**src/rtl/frame_scheduler.sv**
```systemverilog
// Frame-rate sequencer: launches one led_driver refresh per frame period and arbitrates buffer ownership with the host.
// Latency: commit ack/err one cycle after strobe; ctrl_update rises one cycle after frame_tick, falls one cycle after done.
// Backpressure: a slow led_driver stalls in UPDATE; ticks arriving then are skipped. Optional FRAME_SCHED_STATS_EN adds event counters.
module frame_scheduler #(
  parameter int DATA_WIDTH   = 32,
  parameter int NUM_BUFS     = 2,
  parameter int FRAME_PERIOD = 1000000
) (
  input  logic                  clk,
  input  logic                  reset,
  input  logic                  enable,
  input  logic                  host_commit,
  input  logic [DATA_WIDTH-1:0] host_commit_id,
  output logic                  host_commit_ack,
  output logic                  host_commit_err,
  output logic [DATA_WIDTH-1:0] disp_buf_id,
  output logic                  pending_valid,
  output logic                  frame_tick,
  output logic                  ctrl_update,
  output logic [DATA_WIDTH-1:0] ctrl_buf_id,
  input  logic                  ctrl_update_done
`ifdef FRAME_SCHED_STATS_EN
  ,
  output logic [31:0]           stat_frames,
  output logic [15:0]           stat_overruns,
  output logic [15:0]           stat_drops
`endif
);

  localparam int CW = (FRAME_PERIOD > 1) ? $clog2(FRAME_PERIOD) : 1;
  localparam logic [CW-1:0] CNT_LAST = CW'(FRAME_PERIOD - 1);

  typedef enum logic [1:0] {
    S_WAIT    = 2'd0,
    S_UPDATE  = 2'd1,
    S_RELEASE = 2'd2
  } state_t;

  state_t                state;
  logic [CW-1:0]         cnt;
  logic [DATA_WIDTH-1:0] pending_id;

  logic                  id_in_range;
  logic                  commit_ok;
  logic                  commit_err;
  logic                  launch;
  logic                  overrun;
  logic                  drop;
  logic [DATA_WIDTH-1:0] next_disp;

  // Frame period counter: free-runs 0..FRAME_PERIOD-1 while enabled, parked at 0 otherwise.
  always_ff @(posedge clk or negedge reset) begin
    if (!reset) begin
      cnt <= '0;
    end else if (!enable || cnt == CNT_LAST) begin
      cnt <= '0;
    end else begin
      cnt <= cnt + 1'b1;
    end
  end

  assign frame_tick = enable && (cnt == CNT_LAST);

  // Commit legality and frame-launch decisions; a commit landing on a launching tick bypasses the pending slot.
  always_comb begin
    id_in_range = host_commit_id < DATA_WIDTH'(NUM_BUFS);
    commit_ok   = host_commit && id_in_range && (host_commit_id != disp_buf_id);
    commit_err  = host_commit && !commit_ok;
    launch      = frame_tick && (state == S_WAIT);
    overrun     = frame_tick && (state != S_WAIT);
    drop        = commit_ok && pending_valid;
    next_disp   = disp_buf_id;
    if (commit_ok) begin
      next_disp = host_commit_id;
    end else if (pending_valid) begin
      next_disp = pending_id;
    end
  end

  // Update handshake FSM plus buffer ownership; all outputs registered here.
  always_ff @(posedge clk or negedge reset) begin
    if (!reset) begin
      state           <= S_WAIT;
      ctrl_update     <= 1'b0;
      ctrl_buf_id     <= '0;
      disp_buf_id     <= '0;
      pending_id      <= '0;
      pending_valid   <= 1'b0;
      host_commit_ack <= 1'b0;
      host_commit_err <= 1'b0;
    end else begin
      host_commit_ack <= commit_ok;
      host_commit_err <= commit_err;

      if (launch) begin
        // The pending entry is either consumed or superseded by a same-cycle commit.
        disp_buf_id   <= next_disp;
        ctrl_buf_id   <= next_disp;
        pending_valid <= 1'b0;
      end else if (commit_ok) begin
        pending_id    <= host_commit_id;
        pending_valid <= 1'b1;
      end

      case (state)
        S_WAIT: begin
          if (launch) begin
            state       <= S_UPDATE;
            ctrl_update <= 1'b1;
          end
        end
        S_UPDATE: begin
          if (ctrl_update_done) begin
            state       <= S_RELEASE;
            ctrl_update <= 1'b0;
          end
        end
        S_RELEASE: begin
          state <= S_WAIT;
        end
        default: begin
          state       <= S_WAIT;
          ctrl_update <= 1'b0;
        end
      endcase
    end
  end

`ifdef FRAME_SCHED_STATS_EN
  // Saturating event counters: launched frames, skipped ticks, replaced pending buffers.
  always_ff @(posedge clk or negedge reset) begin
    if (!reset) begin
      stat_frames   <= '0;
      stat_overruns <= '0;
      stat_drops    <= '0;
    end else begin
      if (launch && stat_frames != '1) begin
        stat_frames <= stat_frames + 1'b1;
      end
      if (overrun && stat_overruns != '1) begin
        stat_overruns <= stat_overruns + 1'b1;
      end
      if (drop && stat_drops != '1) begin
        stat_drops <= stat_drops + 1'b1;
      end
    end
  end
`else
  logic unused_drop_overrun;
  assign unused_drop_overrun = drop ^ overrun;
`endif

endmodule

```
**config.mk**
```make
export PLATFORM = sky130hd
export DESIGN_NAME = frame_scheduler
export DESIGN_NICKNAME = d
export VERILOG_FILES = /design/src/rtl/frame_scheduler.sv
export SDC_FILE = /design/constraint.sdc
export NUM_CORES = 1
export LEC_CHECK = 0
export CAP_MARGIN = 15
export CORE_MARGIN = 2
export CORE_UTILIZATION = 35
export CTS_BUF_LIST = sky130_fd_sc_hd__clkbuf_4 sky130_fd_sc_hd__clkbuf_8 sky130_fd_sc_hd__clkbuf_16
export CTS_CLUSTER_DIAMETER = 100
export DETAILED_ROUTE_END_ITERATION = 16
export PLACE_DENSITY_LB_ADDON = 0.12
export SETUP_SLACK_MARGIN = 0.15
export SLEW_MARGIN = 20
export SYNTH_ARGS = -nofsm -noshare
export SYNTH_HDL_FRONTEND = slang
export SYNTH_SLANG_ARGS = --single-unit
```
**constraint.sdc**
```tcl
create_clock -name clk -period 2.5 [get_ports clk]
set_clock_uncertainty 0.2 [all_clocks]
set_input_delay 0.25 -clock clk [delete_from_list [all_inputs] [get_ports clk]]
set_output_delay 0.25 -clock clk [all_outputs]
set_load 0.02 [all_outputs]
```
==> results of run 1 <==
## registers in the layout (all words and copies together), names as in the netlist
name	flops
cnt	20
ctrl_buf_id	32
ctrl_update	1
host_commit_ack	1
host_commit_err	1
pending_id	32
pending_valid	1
state	2
## worst max-delay path by stage
stage | from | to | slack, ns
2_1_floorplan | ctrl_buf_id[31]$_DFFE_PN0P_ | ctrl_buf_id[0]$_DFFE_PN0P_ | 0.37
3_3_place_gp | host_commit_id[20] | pending_id[0]$_DFFE_PN0P_ | -0.1
3_5_place_dp | host_commit_id[21] | ctrl_buf_id[21]$_DFFE_PN0P_ | -0.08
4_1_cts | cnt[12]$_DFF_PN0_ | ctrl_buf_id[30]$_DFFE_PN0P_ | 0.15
5_1_grt | cnt[13]$_DFF_PN0_ | ctrl_buf_id[21]$_DFFE_PN0P_ | -0.04
6_report | cnt[10]$_DFF_PN0_ | ctrl_buf_id[31]$_DFFE_PN0P_ | 0.09
## cell type report
| class | count | share of cell area, % |
|---|---|---|
| flip-flops and latches | 90 | 39.3 |
| multi-input cells | 214 | 27.5 |
| repair buffers | 139 | 23.8 |
| clock buffers | 10 | 4.17 |
| well taps | 143 | 3.12 |
| clock inverters | 6 | 1.66 |
| inverters | 6 | 0.393 |
## timing repair
action,4_1_cts,5_1_grt
gates resized for setup,6,21
setup endpoints to repair,22,43
cloned,0,3
pin swaps,1,35
hold endpoints to repair,45,0
setup buffers,1,3
hold buffers,1,0
## cell families after synthesis
| kind of cell | count (synthesis) | synth area share (%) |
|---|---|---|
| AO/OA/AOI/OAI | 40 | 8.01 |
| AND/OR/NAND/NOR | 123 | 18.1 |
| XOR/XNOR | 48 | 10.2 |
| buffers and inverters | 49 | 8.52 |
| adder cells (fa/ha/maj) | 1 | 0.302 |
| multiplexers | 2 | 0.514 |
| flip-flops | 90 | 54.4 |
## routing by layer
metal	wire length, microns	global-route usage [%]	share of wire [%]	vias up
met4	117	5.20	1.1	0
met2	4600	23.2	45	89
met3	522	3.48	5.1	8
li1	-	-	-	1391
met5	0	0	0	-
met1	5060	25.0	49	1420
## stage by stage
stage	TNS, ns	power (uW)	instance area, sq um	util [%]
after detailed placement	-2.89	1660	5250	45.8
after global routing	-0.600	3240	5730	49.9
after floorplan	0	1540	4140	-
after CTS	0	3160	5610	48.9
final	0	3120	5730	49.9
after global placement	-3.82	1660	5250	45.8
## synthesized netlist by cell type
master     count  area share (%)
ha_1           1            0.30
inv_1          5            0.45
and4b_1        1            0.24
dfrtp_1       90              54
o2bb2ai_1      1            0.21
a22o_1        30             6.3
or4_1          1            0.18
nor4_1        11             1.7
o21ai_0        1            0.12
nor4_4         1            0.51
a22oi_1        1            0.18
nand4_1        6            0.91
clkbuf_1       4            0.36
nand2b_1       3            0.45
nor2_1        30             2.7
inv_2          1           0.091
mux2_2         1            0.27
xnor2_1        8             1.7
o21ai_2        2            0.42
nor4b_1        1            0.21
and3_1         6            0.91
xor2_1        40             8.5
buf_6          6             1.6
nor2b_1       32             4.8
a21oi_1        4            0.48
nand4_4        1            0.51
or3_1          1            0.15
mux2i_1        1            0.24
nand2_1       14             1.3
a22o_2         1            0.24
nand3_2        1            0.24
nor4b_2        1            0.36
buf_4         33             6.0
nand3_1        4            0.48
nor4_2         7             2.1
nor3_1         1            0.12
and2_2         1            0.18
## cell usage in the layout, fill, tap and decap left out, types with 8 or more instances in the layout
cell and count:
clkbuf_16 9, dfrtp_1 90, nor2_1 28, buf_6 8
xor2_1 40, clkdlybuf4s50_1 103, nand2_1 14, xnor2_1 8
a22o_1 30, nor4_1 9, nor2b_1 32, nor4_2 9
buf_4 24
## worst max-delay path, cell delays in order (launching register included)
cell     delay (ns)
dfrtp_1        0.39
nor4b_2        0.29
and3_4         0.23
nand4_4        0.12
buf_6          0.16
nor4_4         0.25
buf_4          0.18
o21ai_4        0.10
buf_6          0.16
a22o_4         0.23
## power breakdown
group          total [uW]  internal [uW]  leakage (uW)  switching (uW)
Sequential           1470           1460       0.00125            5.47
Clock                1480            914      0.000164             570
Combinational         168           83.6       0.00118            84.0
==> impl_metrics.tcl, run 1 <==
set metrics [dict create \
    outcome "complete, no violations" \
    portBuffers 105 \
    finalHoldViolCount 0 \
    post-route-drc-count 0 \
    n_antenna_cell 0 \
    routabilityCongestion 0.808 \
    slew_viol_final 0 \
    ys_ff_latch 90 \
    crit_path_end_kind "flop" \
    syn-num-nets 391 \
    drive_above_1_share_pct 15.9 \
    syn_area_sq_um 4140 \
    critPathMaxFanout 6 \
    clock_sinks 90 \
    reg2reg_depth 9 \
    syn_inst 353 \
    worstPathRequired_ns 2.52 \
    worst_pin_slew_ns 0.615 \
    final_cells 608 \
    setup_viol 0 \
    post-place-ws_ns -0.0806 \
    h-tree-depth 3 \
    numCtsBuffers 9 \
    multi_input_area_sq_um 1580 \
    clock_path_buffers 2 \
    ys_types 37 \
    die_w_microns 113 \
    dp_cells 584 \
    root_buffer "clkbuf_16" \
    synth-seq-area-share_pct 54.4 \
    rows 39 \
    cap_violations 0 \
    max-slew-margin-rel_pct 59.0 \
    track_usage_pct 16.4 \
    register_area_sq_um 2250 \
    hold_class "in -> async" \
    dr.pass1.iters 4 \
    insertion_delay_ns 0.33 \
    cp.arrival_ns 2.42 \
    ys_warn_count 0 \
    ant_nets 0 \
    antenna_found_initial 0 \
    hpwl_microns 7400 \
    grt_pass1_vias 2876 \
    start_kind "flop" \
    overflow 0 \
    cts_tree "built" \
    vias 2908 \
    fin_ws_ns 0.0923 \
    via_per_inst 4.78 \
    fillers 1075 \
    crit_type "reg -> reg" \
    synth_area_per_cell_sq_um 11.7 \
    dieHeight_microns 113 \
    core_sq_um 11500 \
    finalWorstPathRequiredPeriod_ns 2.41 \
    reg2reg_slack_ns 0.09 \
    area_growth_pct 38.4 \
    dieArea_sq_um 12700 \
    p_per_area_nw_per_um2 545 \
    reg2reg_from "cnt[10]$_DFF_PN0_" \
    routed_wl_microns 10300 \
    drt_iter0_markers 137 \
    rsz0062_at_grt "yes" \
    wire_per_inst_microns 16.9 \
    leakagePower_uw 0.00260 \
    initial_core_util_pct 36.1 \
    cts.clk_slew.worst_paths_ns 0.07 \
    r2r-end "ctrl_buf_id[31]$_DFFE_PN0P_" \
    grt_pass1_wl_microns 16200 \
    pin_count 106 \
    max_freq_mhz 415 \
    hold_ws_ns 0.278 \
    grt_max_degree 48 \
    final_nets 498 \
    finalCritPeriodShare_pct 96.3 \
    ir_drop_uv 351 \
]
No activity file was read; power rests on OpenSTA's default activity.
==> run 2: changes to the inputs <==
--- a/config.mk
+++ b/config.mk
@@ -14,5 +14,5 @@
 export PLACE_DENSITY_LB_ADDON = 0.12
 export SETUP_SLACK_MARGIN = 0.15
-export SLEW_MARGIN = 20
+export SLEW_MARGIN = 0
 export SYNTH_ARGS = -nofsm -noshare
 export SYNTH_HDL_FRONTEND = slang
==> constraint.sdc (replaced) <==
create_clock -name clk -period 2.5 [get_ports clk]
set_clock_uncertainty 0.2 [all_clocks]
set_input_delay 0.25 -clock clk [delete_from_list [all_inputs] [get_ports clk]]
set_output_delay 0.25 -clock clk [all_outputs]
set_load 0.05 [all_outputs]
==> run 2 against run 1 <==
Against the previous run: clock-buffer cell count shrank 1; first-iteration DRC count is 12% higher; clock power is 10% lower; worst setup slack better by 0.11 ns; register-to-register slack improved by 0.12 ns; core utilization shrank 0.38 points; worst hold slack lost 0.068 ns; sequential cell count stayed put; sequential share of layout area up 0.39 points; combinational power grew 7%; largest cell class unchanged.
==> impl_metrics.tcl, run 2 (synthesis results as in run 1) <==
set metrics [dict create \
    outcome "complete, no violations" \
    area_growth_pct 37.3 \
    portBuffers 105 \
    dieArea_sq_um 12700 \
    fin_tns_setup_ns 0 \
    dr.pass1.iters 4 \
    antenna_found_initial 0 \
    multi_input_area_sq_um 1610 \
    final_nets 493 \
    max-slew-margin-rel_pct 64.4 \
    final_cells 603 \
    fin_area_sq_um 5680 \
    hold_ws_ns 0.210 \
    crit_chain "nor4b_2 > and3_4 > nand4_4 > buf_6 > nor2_4 > buf_12" \
    via_per_inst 4.76 \
    drive_above_1_share_pct 16.5 \
    worstPathRequired_ns 2.05 \
    insertion_delay_ns 0.35 \
    hpwl_microns 7400 \
    setup_viol 0 \
    clock_sinks 90 \
    clkPwrFrac_pct 44.7 \
    leakagePower_uw 0.00254 \
    critPathMaxFanout 3 \
    dieHeight_microns 113 \
    reg2reg_slack_ns 0.21 \
    core_sq_um 11500 \
    grt_max_degree 40 \
    max_freq_mhz 435 \
    clock_path_buffers 2 \
    slowest_delay_ns 0.39 \
    vias 2868 \
    cts.clk_slew.worst_paths_ns 0.07 \
    worst_pin_slew_ns 0.533 \
    post-route-drc-count 0 \
    swShare_pct 24.5 \
    r2r-end "ctrl_buf_id[15]$_DFFE_PN0P_" \
    start_kind "flop" \
    routed_wl_microns 10300 \
    pin_count 106 \
    register_area_sq_um 2260 \
    reg2reg_depth 8 \
    rsz0062_at_grt "yes" \
    cap_violations 0 \
    hold_class "in -> async" \
    fillers 1060 \
    dp_cells 577 \
    slowest_stage "dfrtp_1" \
    final_common_cell "clkdlybuf4s50_1" \
    p_per_area_nw_per_um2 524 \
    cts_tree "built" \
    dpl-instance-area_sq_um 5220 \
    n_antenna_cell 0 \
    ant_nets 0 \
    numCtsBuffers 9 \
    crit_family "simple AND/OR/NAND/NOR gates" \
    internal_power_uw 2250 \
    ir_drop_uv 294 \
    die_w_microns 113 \
    grt_pass1_vias 2859 \
    rows 39 \
    reg2reg_from "ctrl_buf_id[29]$_DFFE_PN0P_" \
    finalCritPeriodShare_pct 91.9 \
    drt_iter0_markers 154 \
    crit_type "reg -> out" \
    overflow 0 \
    wire_per_inst_microns 17.0 \
    cp.arrival_ns 1.85 \
    reg.largest.list "ctrl_buf_id x32, pending_id x32, cnt x20" \
    track_usage_pct 16.8 \
    finalCoreUtilization_pct 49.6 \
    routabilityCongestion 0.793 \
    h-tree-depth 3 \
    layout.cells.most_common_list "clkdlybuf4s50_1, dfrtp_1, xor2_1" \
    comb_power_share_pct 6.0 \
    power_frac_seq_pct 49.3 \
    crit_path_end_kind "output pin" \
    slew_viol_final 0 \
    grt_pass1_wl_microns 16500 \
    initial_core_util_pct 36.1 \
    finalWorstPathRequiredPeriod_ns 2.30 \
    p_switching_uw 730 \
    root_buffer "clkbuf_16" \
    cp.buffers_inverters 2 \
    finalHoldViolCount 0 \
]
run 2: cell count changes in the layout (fill, tap and decap cells not counted), moves of 2 or more:
cell | before | now
buf_6 | 8 | 5
dfrtp_1 | 90 | 86
nor2_4 | 0 | 2
buf_4 | 24 | 22
dfrtp_2 | 0 | 4
bufinv_16 | 2 | 0
run 2: repair_timing:
item	in CTS	in global routing
resized for setup	5	16
pin swaps	1	2
hold endpoints to repair	34	0
hold buffers	1	0
setup buffers	4	5
setup endpoints to repair	5	65
run 2: worst max-delay path by stage:
stage	cells past startpoint	slack, ns	endpoint	startpoint
floorplan	8	0.20	ctrl_buf_id[0]$_DFFE_PN0P_	ctrl_buf_id[31]$_DFFE_PN0P_
global placement	9	-0.07	pending_id[0]$_DFFE_PN0P_	host_commit_id[20]
detailed placement	9	-0.16	pending_id[0]$_DFFE_PN0P_	host_commit_id[20]
CTS	6	0.15	frame_tick	cnt[12]$_DFF_PN0_
global route	8	0.06	ctrl_buf_id[12]$_DFFE_PN0P_	ctrl_buf_id[29]$_DFFE_PN0P_
finish	6	0.20	frame_tick	cnt[12]$_DFF_PN0_
run 2: power by group through the flow:
stage	Combinational [uW]	Sequential, uW	Clock [uW]
5_1_grt	195	1470	1430
3_5_place_dp	175	1490	0
4_1_cts	177	1470	1370
3_3_place_gp	174	1490	0
2_1_floorplan	41.6	1500	0
6_report	180	1470	1330
run 2: per-layer routing:
| metal | part of all wire [%] | GRT usage, % | wire [microns] | vias to the layer above |
|---|---|---|---|---|
| met5 | 0 | 0 | 0 | - |
| met4 | 1.4 | 6.34 | 148 | 0 |
| met3 | 4.4 | 3.05 | 448 | 11 |
| met2 | 45 | 24.2 | 4640 | 70 |
| met1 | 49 | 25.2 | 5040 | 1399 |
| li1 | - | - | - | 1388 |
run 2: through the flow:
step	power, uW	worst slack (ns)
detailed placement	1670	-0.163
global route	3090	0.0575
CTS	3010	0.152
global placement	1670	-0.0726
floorplan	1540	0.196
finish	2980	0.203
run 2: final cells by class:
class / count / area share [%]
sequential: 90 / 39.7
multi-input combinational: 214 / 28.3
timing repair buffer: 134 / 23.3
clock buffer: 9 / 3.96
tap: 143 / 3.15
clock inverter: 7 / 1.23
inverter: 6 / 0.396
run 2: worst reg2reg max path: cells and delay by family, from the launching register on:
family / cells / cell delay [ns]
and+or+nand+nor: 2 / 0.51
xor gates and xnor gates: 1 / 0.17
DFF: 1 / 0.45
buffers and inverters: 2 / 0.29
AOI/OAI and AO/OA: 3 / 0.63
==> run 3: changes to the inputs <==
CORE_MARGIN = not set   (was 2)
==> run 3 against run 2 <==
Against the previous run: sequential share of layout area fell by 0.33 points; final area rose by 0.84%; cell count rose by 1.2%; via count rose by 2.2%; clock-buffer cell count did not move; clock power rose by 3%; total power rose by 1.4%; core utilization rose by 0.41 points; fmax fell by 0.59%; first-iteration DRC count fell by 18%; critical path type is now in -> reg.
==> impl_metrics.tcl, run 3 (synthesis results as in run 1) <==
set metrics [dict create \
    clkPwrFrac_pct 45.4 \
    overflow 0 \
    rows 39 \
    cp.arrival_ns 2.34 \
    ant_nets 0 \
    start_kind "input port" \
    power_frac_seq_pct 48.6 \
    drive_above_1_share_pct 17.3 \
    hpwl_microns 7330 \
    setup_viol 0 \
    fillers 1056 \
    finalCritPeriodShare_pct 92.4 \
    worst_pin_slew_ns 0.570 \
    finalWorstPathRequiredPeriod_ns 2.31 \
    reg.largest.list "ctrl_buf_id x32, pending_id x32, cnt x20" \
    core_sq_um 11500 \
    dieArea_sq_um 12300 \
    cts_tree "built" \
    p_switching_uw 687 \
    comb_power_share_pct 6.0 \
    leakagePower_uw 0.00258 \
    h-tree-depth 3 \
    area_growth_pct 38.5 \
    rsz0062_at_grt "yes" \
    register_area_sq_um 2260 \
    crit_path_end_kind "flop" \
    outcome "complete, no violations" \
    drt_iter0_markers 126 \
    finalHoldViolCount 0 \
    post-route-drc-count 0 \
    routed_wl_microns 10200 \
    max-slew-margin-rel_pct 62.0 \
    final_nets 500 \
    dpl-instance-area_sq_um 5270 \
    routabilityCongestion 0.768 \
    hold_ws_ns 0.249 \
    initial_core_util_pct 36.1 \
    fin_area_sq_um 5730 \
    multi_input_area_sq_um 1590 \
    portBuffers 105 \
    numCtsBuffers 9 \
    dr.pass1.iters 4 \
    root_buffer "clkbuf_16" \
    worstPathRequired_ns 2.53 \
    critPathMaxFanout 5 \
    cts.clk_slew.worst_paths_ns 0.06 \
    die_w_microns 111 \
    max_freq_mhz 433 \
    clock_path_buffers 2 \
    hold_class "in -> async" \
    dieHeight_microns 111 \
    via_per_inst 4.81 \
    grt_max_degree 44 \
    p_per_area_nw_per_um2 527 \
    pin_count 106 \
    grt_pass1_wl_microns 16400 \
    cap_violations 0 \
    clock_sinks 90 \
    antenna_found_initial 0 \
    ir_drop_uv 405 \
    swShare_pct 22.8 \
    layout.cells.most_common_list "clkdlybuf4s50_1, dfrtp_1, xor2_1" \
    crit_type "in -> reg" \
    wire_per_inst_microns 16.7 \
    slew_viol_final 0 \
    track_usage_pct 17.5 \
    grt_pass1_vias 2867 \
    insertion_delay_ns 0.35 \
    vias 2932 \
    internal_power_uw 2330 \
    final_common_cell "clkdlybuf4s50_1" \
    n_antenna_cell 0 \
]
run 3: layout make-up:
class | count | area share, %
sequential | 90 | 39.4
clock buffer | 9 | 3.93
timing repair buffer | 141 | 24.0
inverter | 6 | 0.393
clock inverter | 7 | 1.35
multi-input combinational | 214 | 27.8
tap | 143 | 3.12
run 3: final timing paths:
check	from	to	slack (ns)	cells past startpoint
worst max-delay path	host_commit_id[20]	pending_id[0]$_DFFE_PN0P_	0.19	9
worst min-delay path	reset	pending_id[23]$_DFFE_PN0P_	0.25	2
worst max register to register	ctrl_buf_id[29]$_DFFE_PN0P_	ctrl_buf_id[2]$_DFFE_PN0P_	0.26	8
worst min register to register	pending_id[3]$_DFFE_PN0P_	ctrl_buf_id[3]$_DFFE_PN0P_	0.28	1
max in group asynchronous	reset	cnt[9]$_DFF_PN0_	1.07	3
min in group clk	pending_id[3]$_DFFE_PN0P_	ctrl_buf_id[3]$_DFFE_PN0P_	0.28	1
run 3: per-layer routing:
layer | part of all wire [%] | track usage [%]
met5 | 0 | 0
met4 | 2.6 | 8.00
met1 | 49 | 25.6
met2 | 45 | 25.3
met3 | 4.3 | 3.01
run 3: critical path, stage by stage:
cell             delay [ns]
clkdlybuf4s50_1        0.46
nor4_2                 0.38
buf_4                  0.17
nand4_1                0.09
nor2_1                 0.19
o21ai_4                0.11
buf_4                  0.15
nor2_2                 0.18
mux2_2                 0.35
run 3: repair_timing:
item                       in CTS  in global routing
buffers inserted                3                  8
gates resized for setup         5                 11
hold endpoints to repair       40                  0
hold buffers                    1                  0
pin swaps                       1                  8
setup endpoints to repair      32                 33
run 3: per-stage QoR:
step / total power (uW) / utilization, % / std cells / TNS [ns] / setup slack [ns]
finish: 3020 / 50.0 / 610 / 0 / 0.190
global route: 3120 / 50.0 / 610 / 0 / 0.106
CTS: 3050 / 49.1 / 602 / 0 / 0.143
detailed placement: 1670 / 45.9 / 582 / -3.84 / -0.150
global placement: 1670 / 45.9 / 582 / -3.08 / -0.121
floorplan: 1540 / - / 353 / 0 / 0.196
run 3: power groups by stage:
stage	clock network [uW]	registers [uW]	logic, uW
6_report	1370	1470	182
5_1_grt	1460	1470	198
4_1_cts	1400	1470	180
3_5_place_dp	0	1490	175
3_3_place_gp	0	1490	175
2_1_floorplan	0	1500	41.6
